$ cat src/rtl/ram_read_arbiter.sv
// ram_read_arbiter
// Shares the single ram_logic read stream (ready/valid PCM samples) between
// N_CONS consumers. Each grant covers one whole buffer of BURST_LEN samples
// and grants rotate round-robin. Data is a combinational pass-through; only
// the handshake is steered to the granted consumer.
//
// Optional feature: define RAM_ARB_WDOG_EN to add a stall watchdog. After
// WDOG_CYCLES consecutive transfer cycles without a beat, err_o latches and
// the rest of the buffer is drained (and discarded) so ram_logic is never
// left holding a half-read buffer.
//
// Ports:
//   clk_i, rst_ni      clock, synchronous active-low reset
//   buf_ready_i        ram_logic has a full buffer
//   ram_data_i/valid_i ram_logic read stream; ram_ready_o back to ram_logic
//   req_i              per-consumer level request
//   cons_data_o        sample broadcast to all consumers
//   cons_valid_o       one-hot valid, only on the granted consumer
//   cons_ready_i       per-consumer ready (ignored unless granted)
//   grant_o            registered one-hot grant
//   busy_o             arbitration/transfer in progress
//   burst_done_o       one-cycle pulse after the last beat of a burst
//   err_o              sticky watchdog error (0 without RAM_ARB_WDOG_EN)
module ram_read_arbiter #(
  parameter int N_CONS      = 2,
  parameter int DATA_W      = 24,
  parameter int BURST_LEN   = 256,
  parameter int WDOG_CYCLES = 4096
) (
  input  logic              clk_i,
  input  logic              rst_ni,
  input  logic              buf_ready_i,
  input  logic [DATA_W-1:0] ram_data_i,
  input  logic              ram_valid_i,
  output logic              ram_ready_o,
  input  logic [N_CONS-1:0] req_i,
  output logic [DATA_W-1:0] cons_data_o,
  output logic [N_CONS-1:0] cons_valid_o,
  input  logic [N_CONS-1:0] cons_ready_i,
  output logic [N_CONS-1:0] grant_o,
  output logic              busy_o,
  output logic              burst_done_o,
  output logic              err_o
);

  localparam int IDX_W = (N_CONS > 1) ? $clog2(N_CONS) : 1;
  localparam int CNT_W = $clog2(BURST_LEN + 1);
  localparam logic [CNT_W-1:0] LAST_BEAT = CNT_W'(BURST_LEN - 1);
  localparam logic [IDX_W-1:0] LAST_IDX  = IDX_W'(N_CONS - 1);

`ifdef RAM_ARB_WDOG_EN
  typedef enum logic [2:0] {IDLE, ARB, XFER, DONE, DRAIN} state_t;
`else
  typedef enum logic [1:0] {IDLE, ARB, XFER, DONE} state_t;
`endif

  state_t            state, state_nxt;
  logic [N_CONS-1:0] grant;
  logic [IDX_W-1:0]  gnt_idx;
  logic [IDX_W-1:0]  ptr;
  logic [IDX_W-1:0]  sel_idx;
  logic [IDX_W-1:0]  cand;
  logic              sel_found;
  logic [CNT_W-1:0]  beat_cnt;
  logic              beat;

  assign cons_data_o = ram_data_i;
  assign grant_o     = grant;

  // Round-robin pick: scan from the highest offset down so the last hit
  // written is the nearest requester at or after the pointer.
  always_comb begin
    sel_found = 1'b0;
    sel_idx   = '0;
    cand      = '0;
    for (int k = N_CONS - 1; k >= 0; k--) begin
      cand = IDX_W'((int'(ptr) + k) % N_CONS);
      if (req_i[cand]) begin
        sel_found = 1'b1;
        sel_idx   = cand;
      end
    end
  end

`ifdef RAM_ARB_WDOG_EN
  localparam int STALL_W = $clog2(WDOG_CYCLES + 1);
  logic [STALL_W-1:0] stall_cnt;
  logic               stall_lim;
  logic               err;

  assign stall_lim = (stall_cnt == STALL_W'(WDOG_CYCLES - 1));
  assign err_o     = err;
`else
  assign err_o = 1'b0;
`endif

  always_ff @(posedge clk_i) begin
    if (!rst_ni) state <= IDLE;
    else         state <= state_nxt;
  end

  always_comb begin
    state_nxt    = state;
    ram_ready_o  = 1'b0;
    cons_valid_o = '0;
    busy_o       = 1'b0;
    burst_done_o = 1'b0;
    beat         = 1'b0;
    case (state)
      IDLE: begin
        // With no requester the buffer stays parked in RAM (ready held low).
        if (buf_ready_i && (|req_i)) state_nxt = ARB;
      end
      ARB: begin
        busy_o    = 1'b1;
        state_nxt = sel_found ? XFER : IDLE;
      end
      XFER: begin
        busy_o       = 1'b1;
        ram_ready_o  = |(cons_ready_i & grant);
        cons_valid_o = grant & {N_CONS{ram_valid_i}};
        beat         = ram_valid_i && ram_ready_o;
        if (beat && (beat_cnt == LAST_BEAT)) state_nxt = DONE;
`ifdef RAM_ARB_WDOG_EN
        else if (!beat && stall_lim) state_nxt = DRAIN;
`endif
      end
`ifdef RAM_ARB_WDOG_EN
      DRAIN: begin
        // Stalled consumer is cut off; finish the buffer and drop the data.
        busy_o      = 1'b1;
        ram_ready_o = 1'b1;
        beat        = ram_valid_i;
        if (beat && (beat_cnt == LAST_BEAT)) state_nxt = DONE;
      end
`endif
      DONE: begin
        burst_done_o = 1'b1;
        state_nxt    = IDLE;
      end
      default: state_nxt = IDLE;
    endcase
  end

  // Grant, beat counter and round-robin pointer. The grant is held for the
  // whole burst regardless of req_i so ram_logic always drains a full buffer.
  always_ff @(posedge clk_i) begin
    if (!rst_ni) begin
      grant    <= '0;
      gnt_idx  <= '0;
      ptr      <= '0;
      beat_cnt <= '0;
    end else begin
      if (state == ARB) begin
        beat_cnt <= '0;
        if (sel_found) begin
          grant   <= N_CONS'(1) << sel_idx;
          gnt_idx <= sel_idx;
        end
      end else if (beat) begin
        beat_cnt <= beat_cnt + CNT_W'(1);
      end
      if (state_nxt == DONE) grant <= '0;
      if (state == DONE) ptr <= (gnt_idx == LAST_IDX) ? '0 : gnt_idx + IDX_W'(1);
    end
  end

`ifdef RAM_ARB_WDOG_EN
  always_ff @(posedge clk_i) begin
    if (!rst_ni) begin
      stall_cnt <= '0;
      err       <= 1'b0;
    end else begin
      if ((state == ARB) || beat) stall_cnt <= '0;
      else if (state == XFER)     stall_cnt <= stall_cnt + STALL_W'(1);
      if ((state == XFER) && (state_nxt == DRAIN)) err <= 1'b1;
    end
  end
`endif

endmodule

$ cat config.mk
export PLATFORM = sky130hd
export DESIGN_NAME = ram_read_arbiter
export DESIGN_NICKNAME = d
export VERILOG_FILES = /design/src/rtl/ram_read_arbiter.sv
export SDC_FILE = /design/constraint.sdc
export NUM_CORES = 1
export LEC_CHECK = 0
export CAP_MARGIN = 20
export CORE_MARGIN = 1.5
export CORE_UTILIZATION = 32
export DETAILED_ROUTE_END_ITERATION = 7
export PLACE_DENSITY = 0.71
export SETUP_SLACK_MARGIN = 0.4
export SYNTH_ARGS = -nofsm -noshare
export SYNTH_HDL_FRONTEND = slang
export SYNTH_SLANG_ARGS = --single-unit
$ cat constraint.sdc
create_clock -name clk_i -period 2.73 [get_ports clk_i]
set_input_delay 0.273 -clock clk_i [delete_from_list [all_inputs] [get_ports clk_i]]
set_output_delay 0.273 -clock clk_i [all_outputs]
set_load 0.005 [all_outputs]
# Word level (Yosys, flattened, before mapping)
# Cells that the tools add are included.
dict set report totals {
  reg_bits 15
  inputBits 32
  out_inout_bits 32
  word_cells 47
}
dict set report classes {
  add_sub_neg 3
  n_lt_le_gt_ge 2
  n_eq_ne 5
  shift 1
  n_mux 18
  bitwise 3
  reduce_logical 10
}
# operator n
set op_table {}
lappend op_table {{two-way mux 1 bit} 13}
lappend op_table {{OR reduction 2 bit} 5}
lappend op_table {{adder 9 x 1 -> 9 bit (second input constant)} 1}
lappend op_table {{equality test 9 x 8 -> 1 bit (second input constant)} 1}
lappend op_table {{two-way mux 2 bit} 4}
lappend op_table {{case mux 2 bit (4 select lines)} 1}
lappend op_table {{equality test 2 bit (second input constant)} 3}
lappend op_table {{bitwise AND 2 bit} 2}
lappend op_table {{less-than comparator 1 x 2 -> 1 bit (second input constant)} 2}
lappend op_table {{logical AND 1 bit} 3}
lappend op_table {{adder 1 bit (second input constant)} 2}
lappend op_table {{equality test 2 x 1 -> 1 bit (second input constant)} 1}
lappend op_table {{zero test 2 bit} 1}
lappend op_table {{AND reduction 2 bit} 1}
lappend op_table {{<< shifter 1 x 1 -> 2 bit (first input constant)} 1}
lappend op_table {{inverter 1 bit} 1}

# Longest topological paths before layout
# Gate-level depths: netlist of the first run.
dict set report depth {
  word_depth 9
  mapped_depth 7
}

# Worst setup path after synthesis of the first run
# No wires, ideal clock.
dict set report synth_path {
  path_kind {register -> register}
  start {register state[0]}
  end {register beat_cnt[3]}
  setup_ns 0.070
  t_arrival_ns 1.434
  t_required_ns 2.660
  setup_slack_ns 1.226
  path_stages_with_launch 7
  n_path_buf 1
  synth_period_minus_slack_ns 1.504
  cell_sequence {dfxtp_1 -> inv_1 -> ha_1 -> nand2_2 -> buf_6 -> or4_1 -> a21oi_1}
}
dict set report synth_between {
  elab_chain_len 2
  word_cells_on_any_way 4
}
# item line_no
set synth_lines {}
lappend synth_lines {{from (decl)} 57} ;# state_t state, state_nxt;
lappend synth_lines {{from (signal assigned)} 99} ;# else state <= state_nxt;
lappend synth_lines {{equality test 2 bit or equality test 2 x 1 -> 1 bit (tied branches)} {109, 154}}
lappend synth_lines {{two-way mux 1 bit or OR reduction 2 bit (tied branches)} n/a}
lappend synth_lines {{to (signal assigned)} 161} ;# beat_cnt <= beat_cnt + CNT_W'(1);
lappend synth_lines {{to (decl)} 64} ;# logic [CNT_W-1:0] beat_cnt;
# Several ways; a longest one is shown, not always the timed one.
# A chain may end at the register's enable or synchronous reset.

# Worst setup path after layout of the first run
dict set report layout_path {
  start {register state[0]}
  end {output port cons_valid_o[1]}
}
dict set report layout_between {
  elab_chain_len 2
}
# item line_no
set layout_lines {}
lappend layout_lines {{equality test 2 bit} 109} ;# case (state)
lappend layout_lines {{two-way mux 2 bit} 109}
lappend layout_lines {{to (decl)} 38} ;# output logic [N_CONS-1:0] cons_valid_o,
# No other way between the ends.

==> flow_metrics.env, run 1 <==
export IMPL_finalWeightedCongestion=0.815
export IMPL_dieHeight_um=60.1
export IMPL_grt_overflow=0
export IMPL_port_buffers=14
export IMPL_layout_cell_area_non_filler_mm2=0.00107
export IMPL_ir_worst_vdd_mv=0.181
export IMPL_hold_viol=0
export IMPL_setup_violations=0
export IMPL_synth_net_count=163
export IMPL_post_dp_hpwl_um=1660
export IMPL_numPlacedInstances=157
export IMPL_grt_pass1_vias=788
export IMPL_static_leakage_power_nw=0.367
export IMPL_drc_errors=0
export IMPL_area_growth_syn_to_layout_pct=2.40
export IMPL_grt_pass1_wl_um=3490
export IMPL_grt_usage_pct=13.0
export IMPL_seq_area_um2=300
export IMPL_ys_warns=0
export IMPL_final_fill_count=319
export IMPL_core_area_mm2=0.00308
export IMPL_synthesis_instances=125
export IMPL_required_time_reported_for_the_critical_path_endpoint_ns=2.46
export IMPL_crit_type="reg -> out"
export IMPL_status="completed"
export IMPL_post_cts_buffers=0
export IMPL_synth_cell_type_count=36
export IMPL_cts_buffer_depth=2
export IMPL_number_of_antenna_violations_at_the_first_check_in_global_routing=0
export IMPL_cts_buffers=3
export IMPL_clock_sinks=15
export IMPL_final_setup_skew_ns=0.00262
export IMPL_syn_area_mm2=0.00104
export IMPL_clk_transition_reported_paths_ns=0.09
export IMPL_hold_buffers_post_cts=0
export IMPL_final_period_minus_worst_setup_slack_ns=2.02
export IMPL_cp_max_fo=7
export IMPL_clock_root_buffer="sky130_fd_sc_hd__clkbuf_4"
export IMPL_via_count=830
export IMPL_layout_cells_most_common="sky130_fd_sc_hd__dfxtp_1"
export IMPL_post_layout_net_count=156
export IMPL_synth_area_per_cell_um2=8.34
export IMPL_drive_above_1_share_pct=5.13
export IMPL_slew_violations=0
export IMPL_end_kind="output port"
export IMPL_dpl_instance_area_mm2=0.00104
export IMPL_final_wl_um=2090
export IMPL_cts_resized=0
export IMPL_finalCritPeriodShare_pct=73.9
export IMPL_mostFrequentLayoutCells="sky130_fd_sc_hd__dfxtp_1 (15), sky130_fd_sc_hd__clkdlybuf4s50_1 (14), sky130_fd_sc_hd__a21oi_1 (9)"
export IMPL_io_pins=64
export IMPL_stdcell_count=161
export IMPL_route_antenna_remaining_nets=0
export IMPL_reg2reg_setup_slack_ns=1.04
export IMPL_core_rowCount=20
export IMPL_postSynthRegisterBits=15
export IMPL_grt_max_degree=13
export IMPL_die_width_um=60.1
export IMPL_hold_class="reg -> reg"
export IMPL_arrival_time_of_data_at_the_critical_path_endpoint_ns=1.74
export IMPL_floorplan_initialDensity_pct=33.9
export IMPL_final_setup_tns_ns=0
export IMPL_drt_pass1_iter_count=4
export IMPL_clock_latency_ns=0.29
export IMPL_synth_sequential_area_ratio_pct=28.8
export IMPL_detail_route_iter0_violations=8
export IMPL_cap_violations=0
export IMPL_fp_dieArea_mm2=0.00361
export IMPL_p_per_area_mw_per_mm2=406
export IMPL_clock_fmax_mhz=496
export IMPL_post_layout_total_power_w=0.000433
export IMPL_cts_htree_levels=1
export IMPL_clock_tree_from_tritoncts="built"
export IMPL_multiInputGateArea_um2=512
export IMPL_insertedDiodeCount=0
export IMPL_vias_per_cell=5.16
export IMPL_setup_worst_path_start_class="flop"
export IMPL_rsz0062_at_grt="no"
export IMPL_avgRoutedWirePerCell_um=13.0
state kept, by name, indices dropped and copies added, names as in the netlist:
name	cells
state	2
grant_o	2
gnt_idx	1
beat_cnt	9
ptr	1
through the flow:
stage	hold slack (ns)	utilization, %	worst slack, ns
final	0.459	34.7	0.713
after global routing	0.506	34.7	0.599
after CTS	0.456	34.7	0.706
after detailed placement	0.448	33.8	0.954
after global placement	0.428	33.8	0.991
after floorplan	0.391	-	1.23
worst paths after layout:
| check | startpoint | end | cells after the start |
|---|---|---|---|
| setup reg to reg | state[0]$_SDFF_PN0_ | beat_cnt[4]$_SDFFE_PP0P_ | 5 |
| hold reg to reg | gnt_idx$_SDFFE_PN0P_ | ptr$_SDFFE_PN0P_ | 1 |
| hold / removal | gnt_idx$_SDFFE_PN0P_ | ptr$_SDFFE_PN0P_ | 1 |
| setup / recovery | state[0]$_SDFF_PN0_ | cons_valid_o[1] | 4 |
critical path, cell delays in order (launching register included):
cell                              delay (ns)
sky130_fd_sc_hd__dfxtp_1                0.34
sky130_fd_sc_hd__inv_1                  0.12
sky130_fd_sc_hd__ha_1                   0.30
sky130_fd_sc_hd__and3_1                 0.20
sky130_fd_sc_hd__clkdlybuf4s50_1        0.50
cells in the mapped netlist:
master                      instances  share of area [%]
sky130_fd_sc_hd__or3_1              1               0.60
sky130_fd_sc_hd__nand2_2            1               0.60
sky130_fd_sc_hd__nand2b_1           3                1.8
sky130_fd_sc_hd__o211a_1            1               0.96
sky130_fd_sc_hd__nand2_1            7                2.5
sky130_fd_sc_hd__nor2_1             4                1.4
sky130_fd_sc_hd__o21ai_0            4                1.9
sky130_fd_sc_hd__or4_1              3                2.2
sky130_fd_sc_hd__a21oi_1            9                4.3
sky130_fd_sc_hd__a311oi_1           1               0.84
sky130_fd_sc_hd__and4_1             1               0.84
sky130_fd_sc_hd__nand3_1            4                1.9
sky130_fd_sc_hd__o31ai_1            3                2.2
sky130_fd_sc_hd__mux2i_1            3                2.9
sky130_fd_sc_hd__nand3b_1           1               0.72
sky130_fd_sc_hd__inv_1              7                2.5
sky130_fd_sc_hd__nand4_1            3                1.8
sky130_fd_sc_hd__a31o_2             1               0.84
sky130_fd_sc_hd__o211ai_1           2                1.4
sky130_fd_sc_hd__a22o_1             1               0.84
sky130_fd_sc_hd__a2bb2oi_1          1               0.84
sky130_fd_sc_hd__a211oi_1           2                1.4
sky130_fd_sc_hd__a311o_1            1               0.96
sky130_fd_sc_hd__a32oi_1            1               0.84
sky130_fd_sc_hd__nor4_1             2                1.2
sky130_fd_sc_hd__buf_6              1                1.1
sky130_fd_sc_hd__ha_1               6                7.2
sky130_fd_sc_hd__conb_1             1               0.36
sky130_fd_sc_hd__buf_4             25                 18
sky130_fd_sc_hd__buf_2              1               0.48
sky130_fd_sc_hd__a22oi_1            1               0.72
sky130_fd_sc_hd__nor2b_1            3                1.8
sky130_fd_sc_hd__dfxtp_1           15                 29
sky130_fd_sc_hd__and2_1             1               0.60
sky130_fd_sc_hd__o21a_1             1               0.72
sky130_fd_sc_hd__and3_1             3                1.8
cells by family (layout without fill, tap and decap cells):
logic type	Yosys count	count (layout)	synth area share, %
compound gates	29	29	18.8
buf+inv	34	26	22.1
other cells	1	1	0.360
mux	3	3	2.88
simple gates	37	37	19.8
flops	15	15	28.8
fa+ha+maj	6	6	7.20
layer usage:
layer  GRT usage, %  vias to the layer above  share of wire, %
met4           6.35                        0               2.3
met1           15.6                      378                42
met3           1.95                       10               6.2
met5              0                        -                 0
met2           22.4                       32                49
li1               -                      410                 -
power breakdown:
part	internal, W	switching [W]
clock	0.0000568	0.0000728
combinational	0.0000355	0.0000385
sequential	0.000224	0.00000585
total	0.000316	0.000117
area by class of cell:
cell class                      instances  share of cell area (%)
Inverter                                7                    2.46
Multi-Input combinational cell         76                    47.9
Timing Repair Buffer                   15                    13.8
Clock buffer                            4                    2.46
Sequential cell                        15                    28.1
Tap cell                               44                    5.16
Power figures use the tool's default switching activity.
==> run 2: changes to the inputs <==
PLACE_DENSITY = 0.74   (was 0.71)
clock period = 1.8 ns   (was 2.73 ns; I/O delays follow)
==> run 2 against run 1 <==
Cell count increased by 5.0%. Via count rose by 6.6%. Clock power is 49% higher. Total power grew 57%. Non-clock buffer count up 8. Combinational power rose by 95%. First-iteration DRC count rose to 2.6 times the previous value. Setup slack worse by 0.41 ns. Critical path type is now reg -> reg. Largest cell class unchanged.
==> flow_metrics.env, run 2 (synthesis gave the netlist of run 1 again) <==
export IMPL_status="completed"
export IMPL_core_rowCount=20
export IMPL_grt_pass1_vias=809
export IMPL_clk_transition_reported_paths_ns=0.10
export IMPL_max_stage_delay_ns=0.35
export IMPL_clock_root_buffer="sky130_fd_sc_hd__clkbuf_4"
export IMPL_mostFrequentLayoutCells="sky130_fd_sc_hd__clkdlybuf4s50_1 (9), sky130_fd_sc_hd__buf_4 (8), sky130_fd_sc_hd__a21oi_1 (7), sky130_fd_sc_hd__nand2_1 (7), sky130_fd_sc_hd__dfxtp_1 (7)"
export IMPL_clock_latency_ns=0.28
export IMPL_reg2reg_setup_slack_ns=0.30
export IMPL_post_layout_net_count=164
export IMPL_crit_path_cell_trace="a22oi_1, buf_4, o211ai_1, buf_4, a211oi_2"
export IMPL_dieHeight_um=60.1
export IMPL_grt_overflow=0
export IMPL_critical_path_slowest_cell="sky130_fd_sc_hd__dfxtp_2"
export IMPL_area_growth_syn_to_layout_pct=16.9
export IMPL_min_delay_path_depth=0
export IMPL_insertedDiodeCount=0
export IMPL_grt_max_degree=13
export IMPL_clock_tree_from_tritoncts="built"
export IMPL_slew_violations=0
export IMPL_worstRegToRegCells=5
export IMPL_crit_type="reg -> reg"
export IMPL_layout_cell_area_non_filler_mm2=0.00122
export IMPL_route_antenna_remaining_nets=0
export IMPL_dpl_instance_area_mm2=0.00105
export IMPL_timing_critical_path_buf_inv=2
export IMPL_final_period_minus_worst_setup_slack_ns=1.50
export IMPL_hold_class="in -> out"
export IMPL_avgRoutedWirePerCell_um=14.0
export IMPL_arrival_time_of_data_at_the_critical_path_endpoint_ns=1.71
export IMPL_setup_worst_path_start_class="flop"
export IMPL_final_setup_tns_ns=0
export IMPL_cts_buffer_depth=2
export IMPL_vias_per_cell=5.24
export IMPL_cts_buffers=3
export IMPL_finalCritPeriodShare_pct=83.3
export IMPL_drc_errors=0
export IMPL_number_of_antenna_violations_at_the_first_check_in_global_routing=0
export IMPL_crit_top_cell="sky130_fd_sc_hd__buf_4"
export IMPL_drt_pass1_iter_count=4
export IMPL_top_register_by_number_of_flip_flops="beat_cnt"
export IMPL_grt_usage_pct=13.3
export IMPL_setup_violations=0
export IMPL_grt_pass1_wl_um=3590
export IMPL_clock_sinks=15
export IMPL_layout_cells_most_common="sky130_fd_sc_hd__clkdlybuf4s50_1"
export IMPL_rsz0062_at_grt="yes"
export IMPL_via_count=885
export IMPL_fp_dieArea_mm2=0.00361
export IMPL_hold_viol=0
export IMPL_die_width_um=60.1
export IMPL_ir_worst_vdd_mv=0.338
export IMPL_detail_route_iter0_violations=21
export IMPL_required_time_reported_for_the_critical_path_endpoint_ns=2.01
export IMPL_finalWeightedCongestion=0.848
export IMPL_worst_path_stages=5
export IMPL_cap_violations=0
export IMPL_final_wl_um=2370
export IMPL_critPathTopFamily="compound AO/OA/AOI/OAI gates"
export IMPL_hold_buffers_post_cts=0
export IMPL_end_kind="flop"
export IMPL_p_per_area_mw_per_mm2=560
export IMPL_cp_max_fo=12
export IMPL_core_area_mm2=0.00308
export IMPL_cts_htree_levels=1
export IMPL_number_of_flip_flops_under_the_largest_register_name=9
export IMPL_floorplan_initialDensity_pct=33.9
export IMPL_io_pins=64
export IMPL_static_leakage_power_nw=0.430
export IMPL_port_buffers=14
export IMPL_post_dp_hpwl_um=1540
export IMPL_drive_above_1_share_pct=36.0
export IMPL_final_setup_skew_ns=0.00525
export IMPL_holdWs_ns=0.360
export IMPL_clock_fmax_mhz=667
run 2: path summary, 6_finish.rpt:
kind	start	to
setup reg to reg	grant_o[0]$_SDFFE_PP0P_	grant_o[0]$_SDFFE_PP0P_
setup / recovery	grant_o[0]$_SDFFE_PP0P_	grant_o[0]$_SDFFE_PP0P_
hold reg to reg	gnt_idx$_SDFFE_PN0P_	ptr$_SDFFE_PN0P_
hold / removal	ram_data_i[10]	cons_data_o[10]
run 2: through the flow:
stage               instances  power (W)  util [%]  setup slack [ns]
global placement          157   0.000467      34.3             0.196
finish                    169   0.000683      39.6             0.301
detailed placement        157   0.000470      34.3             0.137
floorplan                 125   0.000464         -             0.406
CTS                       166   0.000674      37.8             0.282
global route              169   0.000724      39.6             0.248
run 2: routing by layer:
layer	part of all wire, %	track usage (%)	vias up
met5	0	0	-
met4	1.9	5.71	0
met3	7.3	3.03	6
met2	51	23.3	41
met1	40	15.4	417
li1	-	-	421
run 2: layout make-up:
type                    count  area (um^2)
fillers                   308         1860
clock inverters             1         5.00
repair buffers             23          186
inverters                   7         28.8
well taps                  44         55.1
flip-flops and latches     15          318
clock buffers               3         22.5
multi-input cells          76          603
run 2: power breakdown:
part | internal [W] | switching, W
sequential | 0.000337 | 0.00000764
combinational | 0.0000704 | 0.0000733
clock | 0.0000824 | 0.000112
run 2: repair_timing:
item,in CTS,in global routing
pin swaps,10,5
setup endpoints to repair,14,18
setup buffers,5,3
resized for setup,28,19
